<file path="src/rtl/alu_pkg.sv">
// alu_pkg: opcode, flag-index and branch-condition encodings shared by the ALU and the controller
package alu_pkg;
    localparam int WIDTH = 16;
    localparam logic [3:0] IADD  = 4'b0000;
    localparam logic [3:0] ISUB  = 4'b0001;
    localparam logic [3:0] IAND  = 4'b0010;
    localparam logic [3:0] IOR   = 4'b0011;
    localparam logic [3:0] IXOR  = 4'b0100;
    localparam logic [3:0] ICMP  = 4'b0101;
    localparam logic [3:0] IMOV  = 4'b0110;
    localparam logic [3:0] ISLL  = 4'b1000;
    localparam logic [3:0] ISLR  = 4'b1001;
    localparam logic [3:0] ISRL  = 4'b1010;
    localparam logic [3:0] ISRA  = 4'b1011;
    localparam logic [3:0] IIDT  = 4'b1100;
    localparam logic [3:0] IOUT  = 4'b1101;
    localparam logic [3:0] IHALT = 4'b1111;
    localparam int FLAG_S = 0;
    localparam int FLAG_Z = 1;
    localparam int FLAG_C = 2;
    localparam int FLAG_V = 3;
    localparam logic [2:0] COND_BE  = 3'b000;
    localparam logic [2:0] COND_BLT = 3'b001;
    localparam logic [2:0] COND_BLE = 3'b010;
    localparam logic [2:0] COND_BNE = 3'b011;
    // shift kinds line up with the low two bits of the shift opcodes
    typedef enum logic [1:0] {SH_SLL, SH_SLR, SH_SRL, SH_SRA} shift_kind_t;
endpackage

</file>
<file path="src/rtl/alu_if.sv">
// alu_if: operand/result bundle between the datapath controller and the ALU
interface alu_if;
    import alu_pkg::*;
    logic [3:0]       S_ALU;
    logic [WIDTH-1:0] DATA_A;
    logic [WIDTH-1:0] DATA_B;
    logic             FLAG_EN;
    logic [2:0]       COND_SEL;
    logic [WIDTH-1:0] ALU_OUT;
    logic [3:0]       FLAG_OUT;
    logic             FLAG_WRITE;
    logic [3:0]       FLAGS_Q;
    logic             TAKEN;
    modport master (output S_ALU, DATA_A, DATA_B, FLAG_EN, COND_SEL,
                    input  ALU_OUT, FLAG_OUT, FLAG_WRITE, FLAGS_Q, TAKEN);
    modport slave  (input  S_ALU, DATA_A, DATA_B, FLAG_EN, COND_SEL,
                    output ALU_OUT, FLAG_OUT, FLAG_WRITE, FLAGS_Q, TAKEN);
endinterface

</file>
<file path="src/rtl/alu_shifter.sv">
// alu_shifter: shift/rotate by 0-15 with the last bit shifted out as carry
module alu_shifter
    import alu_pkg::*;
(
    input  logic [WIDTH-1:0] a,
    input  logic [3:0]       amount,
    input  shift_kind_t      kind,
    output logic [WIDTH-1:0] result,
    output logic             carry
);
    logic [WIDTH:0]   left;
    logic [WIDTH:0]   right;
    logic [WIDTH:0]   arith;
    logic [WIDTH-1:0] rot;
    // one guard bit beyond each end catches the last bit shifted out
    always_comb begin
        left   = {1'b0, a} << amount;
        right  = {a, 1'b0} >> amount;
        arith  = $signed({a, 1'b0}) >>> amount;
        rot    = (a << amount) | (a >> (5'd16 - {1'b0, amount}));
        result = kind == SH_SLL ? left[WIDTH-1:0] :
                 kind == SH_SLR ? rot :
                 kind == SH_SRL ? right[WIDTH:1] : arith[WIDTH:1];
        carry  = kind == SH_SLL ? left[WIDTH] :
                 kind == SH_SLR ? (amount != 4'd0) && rot[0] :
                 kind == SH_SRL ? right[0] : arith[0];
    end
endmodule

</file>
<file path="src/rtl/alu.sv">
// alu: 16-bit ALU with committed S/Z/C/V flag register and branch-condition evaluator
module alu
    import alu_pkg::*;
(
    input logic clock,
    input logic reset,
    alu_if.slave bus
);
    logic [WIDTH:0]   sum;
    logic [WIDTH:0]   diff;
    logic [WIDTH-1:0] a;
    logic [WIDTH-1:0] b;
    logic [WIDTH-1:0] res;
    logic [WIDTH-1:0] sh_res;
    logic [3:0]       flags;
    logic [3:0]       q;
    logic             sh_c;
    logic             c;
    logic             v;
    logic             fw;
    logic             z;
    logic             sv;
    assign a = bus.DATA_A;
    assign b = bus.DATA_B;
    alu_shifter u_shift (
        .a(a),
        .amount(b[3:0]),
        .kind(shift_kind_t'(bus.S_ALU[1:0])),
        .result(sh_res),
        .carry(sh_c)
    );
    always_comb begin
        sum  = {1'b0, a} + {1'b0, b};
        diff = {1'b0, a} - {1'b0, b};
        res  = '0;
        c    = 1'b0;
        v    = 1'b0;
        fw   = 1'b1;
        case (bus.S_ALU)
            IADD: begin
                res = sum[WIDTH-1:0];
                c   = sum[WIDTH];
                v   = (a[WIDTH-1] == b[WIDTH-1]) && (res[WIDTH-1] != a[WIDTH-1]);
            end
            ISUB, ICMP: begin
                res = diff[WIDTH-1:0];
                c   = diff[WIDTH];
                v   = (a[WIDTH-1] != b[WIDTH-1]) && (res[WIDTH-1] != a[WIDTH-1]);
            end
            IAND: res = a & b;
            IOR:  res = a | b;
            IXOR: res = a ^ b;
            IMOV: res = b;
            ISLL, ISLR, ISRL, ISRA: begin
                res = sh_res;
                c   = sh_c;
            end
            IIDT: begin
                res = b;
                fw  = 1'b0;
            end
            IOUT: begin
                res = a;
                fw  = 1'b0;
            end
            default: fw = 1'b0;
        endcase
        flags = fw ? {v, c, res == '0, res[WIDTH-1]} : 4'b0000;
    end
    always_ff @(posedge clock)
        if (reset)
            q <= 4'b0000;
        else if (bus.FLAG_EN && fw)
            q <= flags;
    assign z  = q[FLAG_Z];
    assign sv = q[FLAG_S] ^ q[FLAG_V];
    assign bus.ALU_OUT    = res;
    assign bus.FLAG_OUT   = flags;
    assign bus.FLAG_WRITE = fw;
    assign bus.FLAGS_Q    = q;
    assign bus.TAKEN      = bus.COND_SEL == COND_BE  ? z :
                            bus.COND_SEL == COND_BLT ? sv :
                            bus.COND_SEL == COND_BLE ? z | sv :
                            bus.COND_SEL == COND_BNE ? !z : 1'b0;
endmodule

</file>
<file path="src/flat_wrapper.sv">
// flat-port wrapper written by rule: the top's interface ports become plain ports
module alu_flat import alu_pkg::*;
  (clock, reset, bus_S_ALU, bus_DATA_A, bus_DATA_B, bus_FLAG_EN, bus_COND_SEL, bus_ALU_OUT, bus_FLAG_OUT, bus_FLAG_WRITE, bus_FLAGS_Q, bus_TAKEN);
  alu_if bus_i ();
  input logic clock;
  input logic reset;
  input wire logic [$bits(bus_i.S_ALU)-1:0] bus_S_ALU;
  input wire logic [$bits(bus_i.DATA_A)-1:0] bus_DATA_A;
  input wire logic [$bits(bus_i.DATA_B)-1:0] bus_DATA_B;
  input wire logic [$bits(bus_i.FLAG_EN)-1:0] bus_FLAG_EN;
  input wire logic [$bits(bus_i.COND_SEL)-1:0] bus_COND_SEL;
  output wire logic [$bits(bus_i.ALU_OUT)-1:0] bus_ALU_OUT;
  output wire logic [$bits(bus_i.FLAG_OUT)-1:0] bus_FLAG_OUT;
  output wire logic [$bits(bus_i.FLAG_WRITE)-1:0] bus_FLAG_WRITE;
  output wire logic [$bits(bus_i.FLAGS_Q)-1:0] bus_FLAGS_Q;
  output wire logic [$bits(bus_i.TAKEN)-1:0] bus_TAKEN;
  assign bus_i.S_ALU = bus_S_ALU;
  assign bus_i.DATA_A = bus_DATA_A;
  assign bus_i.DATA_B = bus_DATA_B;
  assign bus_i.FLAG_EN = bus_FLAG_EN;
  assign bus_i.COND_SEL = bus_COND_SEL;
  assign bus_ALU_OUT = bus_i.ALU_OUT;
  assign bus_FLAG_OUT = bus_i.FLAG_OUT;
  assign bus_FLAG_WRITE = bus_i.FLAG_WRITE;
  assign bus_FLAGS_Q = bus_i.FLAGS_Q;
  assign bus_TAKEN = bus_i.TAKEN;
  alu u_core (.clock(clock), .reset(reset), .bus(bus_i));
endmodule
</file>
<file path="config.mk">
export PLATFORM = sky130hd
export DESIGN_NAME = alu_flat
export DESIGN_NICKNAME = d
export VERILOG_FILES = /design/src/rtl/alu_pkg.sv /design/src/rtl/alu_if.sv /design/src/rtl/alu_shifter.sv /design/src/rtl/alu.sv /design/src/flat_wrapper.sv
export SDC_FILE = /design/constraint.sdc
export NUM_CORES = 1
export LEC_CHECK = 0
export BUFFER_PORTS_ARGS = -buffer_cell sky130_fd_sc_hd__buf_4
export CAP_MARGIN = 5
export CORE_MARGIN = 10
export CORE_UTILIZATION = 56
export CTS_CLUSTER_DIAMETER = 150
export DETAILED_ROUTE_END_ITERATION = 10
export GPL_TIMING_DRIVEN = 0
export PLACE_DENSITY_LB_ADDON = 0.05
export SYNTH_ARGS = -nofsm -noshare
export SYNTH_HDL_FRONTEND = slang
export SYNTH_SLANG_ARGS = --single-unit
</file>
<file path="constraint.sdc">
create_clock -name clock -period 7.75 [get_ports clock]
set_input_delay 1.9375 -clock clock [delete_from_list [all_inputs] [get_ports clock]]
set_output_delay 1.9375 -clock clock [all_outputs]
set_load 0.02 [all_outputs]
</file>
# Word-level counts from Yosys, hierarchy flattened
# Index checks and enable logic that the tools add are counted.
# totals
ramBits,0
inputBits,42
register_bits,4
latchBits,0
elab_cells,65
memories,0
rom_bits,0
output_inout_bits,26
# op_classes
shifts,5
n_reduce_logical,14
order_cmp,0
n_div,0
addsub,3
n_eq_ne,21
mul,0
mux,15
n_bitwise,6
# ops
cell,n
$pmux 16 s8,1
$mux 16,3
$or 16x16->16,2
$eq 4x4->1 const B,6
$add 16x16->17,1
$shl 16x4->17,1
$shr 17x4->17,1
$sshr 17x4->17,1
$sub 16x16->17,1
$and 16x16->16,1
$logic_not 16->1,1
$shl 16x4->16,1
$shr 16x5->16,1
$xor 16x16->16,1
$eq 4x3->1 const B,3
$reduce_or 11->1,1
$eq 4x2->1 const B,2
$mux 1,8
$eq 3x2->1 const B,2
$sub 5x4->5 const A,1
$eq 4x1->1 const B,1
$logic_and 1x1->1,4
$logic_not 4->1,1
$mux 4,1
15 further kinds,18

# Logic depth before layout (Yosys ltp)
# Gate-level depths: netlist of the first run.
# logic_depth
depth_word,8
ltp_mapped,18
ltp_nobuf,13

# Modules after synthesis
# Synthesis of the first run repeated with hierarchy kept, for this count alone.
# unflattened
hier_cells,791
hier_area_um2,5715.5
# by_module_without_submodules
mod,cells_per_inst,n_inst,seq_area_each_um2,area_per_inst_um2
alu,500,1,80.1,3339.5
alu_shifter,291,1,0.0,2376.0

# Worst setup path after synthesis of the first run
# OpenSTA, ideal clock, no wires.
# synth_path
path_kind,input -> output
start,input port bus_DATA_B[0]
end,output port bus_FLAG_OUT[1]
n_path_buf,4
t_required_ns,5.812
path_stages,16
slack_ns,-0.674
arrival_time_ns,6.487
cell_sequence,buf_2 -> inv_1 -> buf_1 -> clkbuf_1 -> ha_1 -> buf_2 -> xor2_1 -> mux4_2 -> nand2_1 -> a21oi_1 -> or4_1 -> or4b_1 -> nor4b_1 -> and4_1 -> nand2_1 -> nor2_1
# synth_via
elab_chain_cells,8
word_cells_on_any_way,18
classes_between,3 x add/sub; 5 x shift; 5 x mux; 4 x bitwise; 1 x reduce/logical
# synth_rtl
item,line,rtl
"start, declared",flat_wrapper.sv:9,input wire logic [$bits(bus_i.DATA_B)-1:0] bus_DATA_B;
$sub 5x4->5,alu_shifter.sv:20,"rot = (a << amount) | (a >> (5'd16 - {1'b0, amount}));"
$shr 16x5->16,alu_shifter.sv:20,
$or 16x16->16,alu_shifter.sv:20,
$mux 16,alu_shifter.sv:22,kind == SH_SLR ? rot :
$mux 16,alu_shifter.sv:21,result = kind == SH_SLL ? left[WIDTH-1:0] :
$pmux 16 s8 *,alu.sv:39,case (bus.S_ALU)
via bus_ALU_OUT[1],flat_wrapper.sv:12,output wire logic [$bits(bus_i.ALU_OUT)-1:0] bus_ALU_OUT;
$logic_not 16->1 *,alu.sv:68,"flags = fw ? {v, c, res == '0, res[WIDTH-1]} : 4'b0000;"
$mux 4 *,alu.sv:68,
"end, declared",flat_wrapper.sv:13,output wire logic [$bits(bus_i.FLAG_OUT)-1:0] bus_FLAG_OUT;
# Mark *: on every way through the listed nets, which the timed path passes. The rest lies on a longest branch.

# Final worst setup path of the first run
# layout_path
start,input port bus_DATA_B[2]
end,output port bus_FLAG_OUT[1]
# layout_via
elab_chain_cells,8
word_cells_on_any_way,18
classes_between,3 x add/sub; 5 x shift; 5 x mux; 4 x bitwise; 1 x reduce/logical
# layout_rtl
item,line
$sub 5x4->5,alu_shifter.sv:20
$shr 16x5->16,alu_shifter.sv:20
$or 16x16->16,alu_shifter.sv:20
$mux 16,alu_shifter.sv:22
$mux 16,alu_shifter.sv:21
$pmux 16 s8 *,alu.sv:39
$logic_not 16->1 *,alu.sv:68
$mux 4 *,alu.sv:68
# Mark *: on every way between the ends. The rest lies on a longest branch, timed or not.

==> results of run 1 <==
## per-layer routing
| metal | global-route usage | share of wire | up-vias |
|---|---|---|---|
| met3 | 0.1464 | 0.18 | 245 |
| met2 | 0.5322 | 0.40 | 967 |
| met5 | 0 | 0 | - |
| li1 | - | - | 3528 |
| met1 | 0.4598 | 0.35 | 3959 |
| met4 | 0.2043 | 0.073 | 0 |
## timing repair
item,4_1_cts,5_1_grt
endpoints found under the setup margin,12,4
pin swaps,11,10
endpoints found under the hold margin,0,0
setup buffers,16,5
resized for setup,44,48
## cell type report
cell class	instances	area [sq um]
plain buffers	75	369.1
fillers	940	3467
flip-flops and latches	4	80.08
repair buffers	88	689.4
inverters	54	219.0
well taps	140	175.2
multi-input cells	737	5861
clock buffers	3	75.07
## logic make-up (layout without fill, tap and decap cells)
logic type               Yosys count  count (layout)  synth area share
AO/OA/AOI/OAI                    304             304            0.3408
XOR/XNOR                          11              11           0.01531
adder cells (fa/ha/maj)           52              52            0.1058
buffers and inverters            143             220           0.09185
flip-flops                         4               4           0.01272
multiplexers                      91              91            0.2117
AND/OR/NAND/NOR                  279             279            0.2219
## power by group through the flow
stage	Sequential [W]	Clock, W	Combinational [W]
final	0.0000227	0.0000815	0.000603
after global routing	0.0000229	0.0000831	0.000623
after CTS	0.0000227	0.0000821	0.000557
after detailed placement	0.0000230	0	0.000530
after global placement	0.0000230	0	0.000520
after floorplan	0.0000243	0	0.000348
## critical path, stage by stage
cell and delay (ns):
sky130_fd_sc_hd__buf_4 0.20, sky130_fd_sc_hd__buf_6 0.18, sky130_fd_sc_hd__buf_1 0.52, sky130_fd_sc_hd__clkbuf_2 0.48, sky130_fd_sc_hd__clkbuf_1 0.42, sky130_fd_sc_hd__a21oi_1 0.08, sky130_fd_sc_hd__a2111oi_0 0.77, sky130_fd_sc_hd__nor3_1 0.22
sky130_fd_sc_hd__a211o_1 0.34, sky130_fd_sc_hd__nor2_1 0.08, sky130_fd_sc_hd__and4_1 0.23, sky130_fd_sc_hd__nand2_2 0.12, sky130_fd_sc_hd__nor2_4 0.12, sky130_fd_sc_hd__buf_6 0.12
## layout by cell type (no fill, tap or decap), types with 23 or more instances in the layout
cell type / Yosys / layout
sky130_fd_sc_hd__buf_4: 1 / 87
sky130_fd_sc_hd__o21ai_0: 45 / 45
sky130_fd_sc_hd__ha_1: 50 / 47
sky130_fd_sc_hd__nor3_1: 24 / 23
sky130_fd_sc_hd__a21oi_1: 68 / 67
sky130_fd_sc_hd__mux2i_1: 33 / 32
sky130_fd_sc_hd__o211ai_1: 28 / 28
sky130_fd_sc_hd__clkbuf_1: 59 / 39
sky130_fd_sc_hd__nor2_1: 74 / 72
sky130_fd_sc_hd__inv_1: 52 / 49
sky130_fd_sc_hd__mux4_2: 31 / 31
sky130_fd_sc_hd__nand2_1: 76 / 75
## Yosys cell counts, types with 7 or more instances
master,number
sky130_fd_sc_hd__buf_2,18
sky130_fd_sc_hd__nand3_1,10
sky130_fd_sc_hd__a21oi_1,68
sky130_fd_sc_hd__nor3_1,24
sky130_fd_sc_hd__o2111ai_1,7
sky130_fd_sc_hd__a221o_1,8
sky130_fd_sc_hd__inv_1,52
sky130_fd_sc_hd__nor2b_1,9
sky130_fd_sc_hd__mux2_1,13
sky130_fd_sc_hd__mux2_2,14
sky130_fd_sc_hd__a31oi_1,8
sky130_fd_sc_hd__mux2i_1,33
sky130_fd_sc_hd__o21ai_0,45
sky130_fd_sc_hd__and2_1,8
sky130_fd_sc_hd__nor2_1,74
sky130_fd_sc_hd__o211ai_1,28
sky130_fd_sc_hd__nand2b_1,15
sky130_fd_sc_hd__nand4_1,8
sky130_fd_sc_hd__o21bai_1,12
sky130_fd_sc_hd__or3_1,10
sky130_fd_sc_hd__a211oi_1,17
sky130_fd_sc_hd__ha_1,50
sky130_fd_sc_hd__nand2_1,76
sky130_fd_sc_hd__clkbuf_1,59
sky130_fd_sc_hd__a221oi_1,11
sky130_fd_sc_hd__mux4_2,31
sky130_fd_sc_hd__o221ai_1,7
sky130_fd_sc_hd__buf_1,9
## metrics by stage
stage / total power [W] / instance area, sq um / hold WS, ns
final: 0.0007067 / 7468 / 0.4779
after floorplan: 0.0003724 / 6339 / 0.5487
after detailed placement: 0.0005528 / 7023 / 0.4796
after global routing: 0.0007292 / 7468 / 0.5146
after CTS: 0.0006615 / 7383 / 0.4845
after global placement: 0.0005431 / 7017 / 0.4721
## final timing paths
check                                      from                                  to  slack [ns]  cells after the start
min reg2reg  u_core.bus.FLAGS_Q[3]$_SDFFE_PP0P_  u_core.bus.FLAGS_Q[3]$_SDFFE_PP0P_        0.48                      2
min          u_core.bus.FLAGS_Q[3]$_SDFFE_PP0P_  u_core.bus.FLAGS_Q[3]$_SDFFE_PP0P_        0.48                      2
max reg2reg  u_core.bus.FLAGS_Q[2]$_SDFFE_PP0P_  u_core.bus.FLAGS_Q[2]$_SDFFE_PP0P_        7.01                      2
max                               bus_DATA_B[2]                     bus_FLAG_OUT[1]       -0.02                     14
==> impl_results.html, run 1 <==
<table>
<tr><th>Metric</th><th>Value</th></tr>
<tr><th colspan="2">Power and ir drop</th></tr>
<tr><td>Proportion of total power due to net switching</td><td>0.5501</td></tr>
<tr><td>Peak supply drop</td><td>120.9 uV</td></tr>
<tr><td>Clock share of power</td><td>0.115</td></tr>
<tr><td>Internal power</td><td>0.0003180 W</td></tr>
<tr><td>P per Cell Area</td><td>between 90 and 100 nW/um^2</td></tr>
<tr><td>Share of total power in sequential cells</td><td>0.032</td></tr>
<tr><td>Portion of total power attributed to combinational logic</td><td>0.853</td></tr>
<tr><td>Sw Pwr</td><td>0.0003888 W</td></tr>
<tr><td>Leakage power</td><td>just over 3 nW</td></tr>
<tr><th colspan="2">Die</th></tr>
<tr><td>DIE HEIGHT</td><td>roughly 130 microns</td></tr>
<tr><td>Initial core utilization</td><td>0.5755</td></tr>
<tr><td>Number of ports placed on the die boundary</td><td>68</td></tr>
<tr><td>Number of cell rows</td><td>38</td></tr>
<tr><td>Core area</td><td>between 10,000 and 15,000 sq um</td></tr>
<tr><td>Overall die area</td><td>15,880 sq um</td></tr>
<tr><td>Die outline width</td><td>126.0 microns</td></tr>
<tr><th colspan="2">Route</th></tr>
<tr><td>Post-detailed-route DRC marker count</td><td>0</td></tr>
<tr><td>Post-detailed-route count of antenna-violating nets</td><td>0</td></tr>
<tr><td>Total number of vias</td><td>8,699</td></tr>
<tr><td>Post-DR vias/cell</td><td>7.901</td></tr>
<tr><td>DR pass1 iterations</td><td>9</td></tr>
<tr><td>Routed wire length</td><td>between 30,000 and 40,000 microns</td></tr>
<tr><td>Number of DRC violations after detailed-routing iteration 0</td><td>1,944</td></tr>
<tr><td>Post-DR wirelength/cell</td><td>29.02 microns</td></tr>
<tr><th colspan="2">Clock network</th></tr>
<tr><td>Number of buffers inserted by hold repair at cts</td><td>0</td></tr>
<tr><td>CTS tree</td><td>built</td></tr>
<tr><td>Sink Count</td><td>4</td></tr>
<tr><td>Maximum buffer depth of the clock tree</td><td>2</td></tr>
<tr><td>Clock slew at the register clock pins of the worst setup and hold paths</td><td>0.03 ns</td></tr>
<tr><td>Clock root buffer</td><td>sky130_fd_sc_hd__clkbuf_16</td></tr>
<tr><td>Insertion delay of the later-clocked pin in the worst-skew pair</td><td>around 0.23 ns</td></tr>
<tr><td>TritonCTS Buffers</td><td>3</td></tr>
<tr><td>H-tree Lvls</td><td>1</td></tr>
<tr><th colspan="2">Synthesis</th></tr>
<tr><td>Most used flip-flop cell after synthesis</td><td>sky130_fd_sc_hd__dfxtp_1</td></tr>
<tr><td>Mean post-synth cell area</td><td>7.119 sq um</td></tr>
<tr><td>Number of synthesized flops with an enable pin</td><td>0</td></tr>
<tr><td>Total standard cell area after synthesis</td><td>6294 sq um</td></tr>
<tr><td>Largest cells by area after synthesis</td><td>sky130_fd_sc_hd__mux4_2, sky130_fd_sc_hd__ha_1, sky130_fd_sc_hd__a21oi_1</td></tr>
<tr><td>Sequential share of the synthesized area</td><td>0.01272</td></tr>
<tr><td>Area leader, netlist</td><td>sky130_fd_sc_hd__mux4_2</td></tr>
<tr><td>Number of library cell types mapped by synthesis</td><td>84</td></tr>
<tr><td>Cell count after synthesis</td><td>between 800 and 900</td></tr>
<tr><td>Fraction of synthesis flops using an asynchronous set or reset pin</td><td>0</td></tr>
<tr><td>Share of Yosys cell area claimed by the top area cell type</td><td>0.1109</td></tr>
<tr><td>Flip-flop and latch count after synthesis</td><td>4</td></tr>
<tr><td>YS warnings</td><td>0</td></tr>
<tr><td>Synthesized net count</td><td>978</td></tr>
<tr><th colspan="2">Layout</th></tr>
<tr><td>Share of post-route cells with drive strength above 1</td><td>0.2258</td></tr>
<tr><td>Layout Area Growth over Synthesis</td><td>18.67%</td></tr>
<tr><td>Count of antenna diodes in the layout</td><td>0</td></tr>
<tr><td>Flip-flop count of the largest register, all copies and words added</td><td>4</td></tr>
<tr><td>Number of nets in the layout</td><td>1,057</td></tr>
<tr><td>Number of cells in the finished layout apart from fillers</td><td>1,101</td></tr>
<tr><td>Final core utilization</td><td>0.6830</td></tr>
<tr><th colspan="2">Worst setup path</th></tr>
<tr><td>Worst Path Required</td><td>5.81 ns</td></tr>
<tr><td>Crit Path Max Fanout</td><td>10</td></tr>
<tr><td>Startpoint-to-endpoint class of the critical path</td><td>in2out</td></tr>
<tr><td>Nature of the critical path startpoint</td><td>primary input</td></tr>
<tr><td>Endpoint kind of the worst setup timing path</td><td>output port</td></tr>
<tr><td>Data arrival time of the critical path</td><td>5.83 ns</td></tr>
<tr><th colspan="2">Place</th></tr>
<tr><td>GPL Wtd Cong</td><td>1.133</td></tr>
<tr><td>Number of placed instances, taps included</td><td>around 1,100</td></tr>
<tr><td>Setup WS pre-CTS</td><td>-1.413 ns</td></tr>
<tr><td>Count of input and output buffers</td><td>67</td></tr>
<tr><td>Post-detailed-placement half-perimeter wirelength</td><td>between 20,000 and 25,000 microns</td></tr>
<tr><th colspan="2">Timing</th></tr>
<tr><td>Share of the clock period used by the worst path after layout</td><td>1.002</td></tr>
<tr><td>Final WS setup</td><td>-0.01820 ns</td></tr>
<tr><td>Peak clock frequency supported by timing</td><td>128.7 MHz</td></tr>
<tr><td>Worst rel slew slack</td><td>0.03710</td></tr>
<tr><td>Setup skew after layout</td><td>0 ns</td></tr>
<tr><td>Least-Margin Pin Slew</td><td>1.433 ns</td></tr>
<tr><td>Aggregate negative setup slack</td><td>-0.01820 ns</td></tr>
<tr><td>Pins over their slew limit</td><td>0</td></tr>
<tr><td>Minimum clock period after layout</td><td>7.768 ns</td></tr>
<tr><td>Number of endpoints failing setup at the final stage</td><td>1</td></tr>
<tr><td>Final Hold Violating Endpoints</td><td>0</td></tr>
<tr><th colspan="2">Job</th></tr>
<tr><td>Count of maximum capacitance violations</td><td>0</td></tr>
<tr><th colspan="2">Min path</th></tr>
<tr><td>Worst min-delay path class</td><td>reg2reg</td></tr>
<tr><th colspan="2">Global routing</th></tr>
<tr><td>Global route overflow</td><td>0</td></tr>
<tr><td>Wire length of the first global-routing pass</td><td>roughly 48,000 microns</td></tr>
<tr><td>Number of antenna violations at the first check in global routing</td><td>1</td></tr>
<tr><td>GRT Overall Usage</td><td>0.3696</td></tr>
<tr><td>Via count of the first global-routing pass</td><td>~8,000</td></tr>
<tr><td>Pin count of the biggest net entering global routing</td><td>20</td></tr>
<tr><th colspan="2">Run status</th></tr>
<tr><td>Failing checks</td><td>setup timing</td></tr>
<tr><td>Outcome</td><td>complete, but fails checks</td></tr>
</table>
No activity file was read; power rests on OpenSTA's default activity.
==> run 2, diff against run 1 <==
Settings changed: REMOVE_ABC_BUFFERS from default to 1.
==> impl_results.html, run 2 (synthesized netlist as in run 1, its figures left out) <==
<table>
<tr><th>Metric</th><th>Value</th></tr>
<tr><th colspan="2">Run status</th></tr>
<tr><td>Outcome</td><td>complete, no violations</td></tr>
<tr><th colspan="2">Layout</th></tr>
<tr><td>Count of antenna diodes in the layout</td><td>0 (unchanged)</td></tr>
<tr><td>Number of cells in the finished layout apart from fillers</td><td>1,024 (-7.0%)</td></tr>
<tr><td>Flip-flop count of the largest register, all copies and words added</td><td>4 (unchanged)</td></tr>
<tr><td>Number of nets in the layout</td><td>980 (-7.3%)</td></tr>
<tr><td>Commonest non-fill, non-tap cell in the layout</td><td>sky130_fd_sc_hd__nand2_1</td></tr>
<tr><td>Leading cell types in the layout, fill and taps excluded</td><td>sky130_fd_sc_hd__nand2_1, sky130_fd_sc_hd__nor2_1, sky130_fd_sc_hd__buf_4</td></tr>
<tr><td>Layout Area Growth over Synthesis</td><td>13.20%</td></tr>
<tr><td>Count of fill cells added during filler insertion</td><td>959 (+2.0%)</td></tr>
<tr><td>Final core utilization</td><td>0.6515 (-0.03146)</td></tr>
<tr><td>Share of post-route cells with drive strength above 1</td><td>0.1957 (-0.03011)</td></tr>
<tr><th colspan="2">Global routing</th></tr>
<tr><td>Via count of the first global-routing pass</td><td>7,101 (-13%)</td></tr>
<tr><td>Busiest layer in global routing</td><td>met2</td></tr>
<tr><td>Wire length of the first global-routing pass</td><td>40,960 microns (-14%)</td></tr>
<tr><td>Met3 track demand over resource</td><td>0.06208 (-0.08431)</td></tr>
<tr><td>Global route overflow</td><td>0 (unchanged)</td></tr>
<tr><td>Number of antenna violations at the first check in global routing</td><td>0 (-1)</td></tr>
<tr><td>Met1 global-route usage</td><td>0.4320 (-0.02782)</td></tr>
<tr><td>Fraction of met2 tracks used by global routing</td><td>0.4681 (-0.06412)</td></tr>
<tr><td>GRT Overall Usage</td><td>0.3099 (-0.05968)</td></tr>
<tr><td>Pin count of the biggest net entering global routing</td><td>75 (+280%)</td></tr>
<tr><th colspan="2">Place</th></tr>
<tr><td>Count of input and output buffers</td><td>67 (unchanged)</td></tr>
<tr><td>GPL Wtd Cong</td><td>0.9913 (-12%)</td></tr>
<tr><td>Setup WS pre-CTS</td><td>-2.380 ns (-0.9670 ns)</td></tr>
<tr><td>Number of placed instances, taps included</td><td>1,003 (-8.1%)</td></tr>
<tr><td>Post-detailed-placement half-perimeter wirelength</td><td>17,840 microns (-26%)</td></tr>
<tr><th colspan="2">Worst setup path</th></tr>
<tr><td>Data arrival time of the critical path</td><td>5.77 ns (-0.06 ns)</td></tr>
<tr><td>Reg2reg setup slack</td><td>6.97 ns (-0.04 ns)</td></tr>
<tr><td>Nature of the critical path startpoint</td><td>primary input</td></tr>
<tr><td>Crit Path Max Fanout</td><td>6 (-4)</td></tr>
<tr><td>Worst Path Required</td><td>5.81 ns (about the same)</td></tr>
<tr><td>Endpoint kind of the worst setup timing path</td><td>output port</td></tr>
<tr><td>R2R depth</td><td>2 (unchanged)</td></tr>
<tr><td>Startpoint-to-endpoint class of the critical path</td><td>in2out</td></tr>
<tr><th colspan="2">Timing</th></tr>
<tr><td>Final Hold Violating Endpoints</td><td>0 (unchanged)</td></tr>
<tr><td>Final WS setup</td><td>0.04400 ns (+0.06220 ns)</td></tr>
<tr><td>Minimum clock period after layout</td><td>7.706 ns (-0.06220 ns)</td></tr>
<tr><td>Setup skew after layout</td><td>0 ns (unchanged)</td></tr>
<tr><td>Least-Margin Pin Slew</td><td>1.315 ns (-0.1178 ns)</td></tr>
<tr><td>Worst rel slew slack</td><td>0.1163 (+0.07915)</td></tr>
<tr><td>Number of endpoints failing setup at the final stage</td><td>0 (-1)</td></tr>
<tr><td>Worst-case hold slack</td><td>0.4823 ns (+0.004429 ns)</td></tr>
<tr><td>Pins over their slew limit</td><td>0 (unchanged)</td></tr>
<tr><td>Peak clock frequency supported by timing</td><td>129.8 MHz (+0.81%)</td></tr>
<tr><td>Share of the clock period used by the worst path after layout</td><td>0.9943 (-0.008025)</td></tr>
<tr><th colspan="2">Route</th></tr>
<tr><td>Post-detailed-route DRC marker count</td><td>0 (unchanged)</td></tr>
<tr><td>Post-DR vias/cell</td><td>7.623 (-3.5%)</td></tr>
<tr><td>Post-DR wirelength/cell</td><td>26.22 microns (-9.7%)</td></tr>
<tr><td>Number of DRC violations after detailed-routing iteration 0</td><td>1,442 (-26%)</td></tr>
<tr><td>Routed wire length</td><td>26,850 microns (-16%)</td></tr>
<tr><td>Total number of vias</td><td>7,806 (-10%)</td></tr>
<tr><td>DR pass1 iterations</td><td>6 (-3)</td></tr>
<tr><td>Post-detailed-route count of antenna-violating nets</td><td>0 (unchanged)</td></tr>
<tr><th colspan="2">Clock network</th></tr>
<tr><td>CTS tree</td><td>built</td></tr>
<tr><td>Maximum buffer depth of the clock tree</td><td>2 (unchanged)</td></tr>
<tr><td>Sink Count</td><td>4 (unchanged)</td></tr>
<tr><td>TritonCTS Buffers</td><td>3 (unchanged)</td></tr>
<tr><td>Number of buffers inserted by hold repair at cts</td><td>0 (unchanged)</td></tr>
<tr><td>Insertion delay of the later-clocked pin in the worst-skew pair</td><td>0.22 ns (about the same)</td></tr>
<tr><td>Clock root buffer</td><td>sky130_fd_sc_hd__clkbuf_16</td></tr>
<tr><td>Clock slew at the register clock pins of the worst setup and hold paths</td><td>0.03 ns (about the same)</td></tr>
<tr><td>H-tree Lvls</td><td>1 (unchanged)</td></tr>
<tr><th colspan="2">Die</th></tr>
<tr><td>Overall die area</td><td>15,880 sq um (unchanged)</td></tr>
<tr><td>Core area</td><td>10,940 sq um (unchanged)</td></tr>
<tr><td>Number of cell rows</td><td>38 (unchanged)</td></tr>
<tr><td>Die outline width</td><td>126.0 microns (unchanged)</td></tr>
<tr><td>DIE HEIGHT</td><td>126.0 microns (unchanged)</td></tr>
<tr><td>Initial core utilization</td><td>0.5755 (unchanged)</td></tr>
<tr><td>Number of ports placed on the die boundary</td><td>68 (unchanged)</td></tr>
<tr><th colspan="2">Job</th></tr>
<tr><td>Count of maximum capacitance violations</td><td>0 (unchanged)</td></tr>
<tr><th colspan="2">Min path</th></tr>
<tr><td>Cells on Worst Hold Path</td><td>2 (unchanged)</td></tr>
<tr><td>Worst min-delay path class</td><td>reg2reg</td></tr>
<tr><th colspan="2">Power and ir drop</th></tr>
<tr><td>Leakage power</td><td>2.852 nW (-5.6%)</td></tr>
<tr><td>P per Cell Area</td><td>91.51 nW/um^2 (-3.3%)</td></tr>
<tr><td>Power after layout</td><td>0.0006520 W (-7.8%)</td></tr>
<tr><td>Peak supply drop</td><td>133.5 uV (+10%)</td></tr>
</table>
-- run 2: cell types whose count changed in the layout (fill, tap and decap cells not counted), moves of 3 or more --
| cell | delta |
|---|---|
| sky130_fd_sc_hd__clkbuf_2 | -12 |
| sky130_fd_sc_hd__buf_1 | -5 |
| sky130_fd_sc_hd__mux2_1 | +3 |
| sky130_fd_sc_hd__clkbuf_1 | -39 |
| sky130_fd_sc_hd__bufbuf_16 | +4 |
| sky130_fd_sc_hd__buf_4 | -13 |
| sky130_fd_sc_hd__buf_2 | -11 |
| sky130_fd_sc_hd__mux2_4 | -4 |
-- run 2: final cells by class --
cell class | count | area, sq um | share of cell area
Sequential cell | 4 | 80.08 | 0.01124
Clock buffer | 3 | 75.07 | 0.01054
Inverter | 54 | 219.0 | 0.03073
Timing Repair inverter | 1 | 5.005 | 0.0007025
Tap cell | 140 | 175.2 | 0.02459
Multi-Input combinational cell | 737 | 5753 | 0.8075
Timing Repair Buffer | 85 | 817.0 | 0.1147
-- run 2: through the flow --
step / area (sq um) / setup TNS (ns)
after global placement: 6596 / -12.04
after detailed placement: 6610 / -12.76
after floorplan: 5918 / -0.3370
final: 7124 / 0
after CTS: 7083 / 0
after global routing: 7124 / -0.01913
-- run 2: worst paths after layout --
path | start | to
max | bus_DATA_B[0] | bus_FLAG_OUT[1]
max reg2reg | u_core.bus.FLAGS_Q[0]$_SDFFE_PP0P_ | u_core.bus.FLAGS_Q[0]$_SDFFE_PP0P_
min | u_core.bus.FLAGS_Q[3]$_SDFFE_PP0P_ | u_core.bus.FLAGS_Q[3]$_SDFFE_PP0P_
min reg2reg | u_core.bus.FLAGS_Q[3]$_SDFFE_PP0P_ | u_core.bus.FLAGS_Q[3]$_SDFFE_PP0P_
-- run 2: timing repair --
action | in CTS | in global routing
gates cloned | 5 | 0
buffers inserted | 12 | 1
setup endpoints to repair | 21 | 3
pin swaps | 5 | 3
gates resized for setup | 29 | 8
-- run 2: worst max-delay path, cell delays in order --
cell,delay (ns)
sky130_fd_sc_hd__buf_16,0.09
sky130_fd_sc_hd__clkinvlp_4,0.12
sky130_fd_sc_hd__ha_4,0.31
sky130_fd_sc_hd__buf_6,0.13
sky130_fd_sc_hd__buf_12,0.12
sky130_fd_sc_hd__mux2_1,0.33
sky130_fd_sc_hd__mux4_2,0.51
sky130_fd_sc_hd__nand4_1,0.11
sky130_fd_sc_hd__nand2_1,0.06
sky130_fd_sc_hd__or4_4,0.50
sky130_fd_sc_hd__or4b_4,0.58
sky130_fd_sc_hd__nor4b_4,0.28
sky130_fd_sc_hd__and4_1,0.29
sky130_fd_sc_hd__nand2_2,0.11
sky130_fd_sc_hd__nor2_1,0.12
sky130_fd_sc_hd__buf_4,0.15
-- run 2: metal layers --
layer	wire, microns	part of all wire	up-vias
met5	0	0	-
met4	902	0.034	0
met3	3798	0.14	79
met2	11740	0.44	678
met1	10410	0.39	3651
li1	-	-	3398
-- run 2: power by group --
group          switching [W]  total [W]  internal (W)
logic               0.000330   0.000549      0.000219
registers        0.000000884  0.0000228     0.0000219
clock network      0.0000143  0.0000801     0.0000659
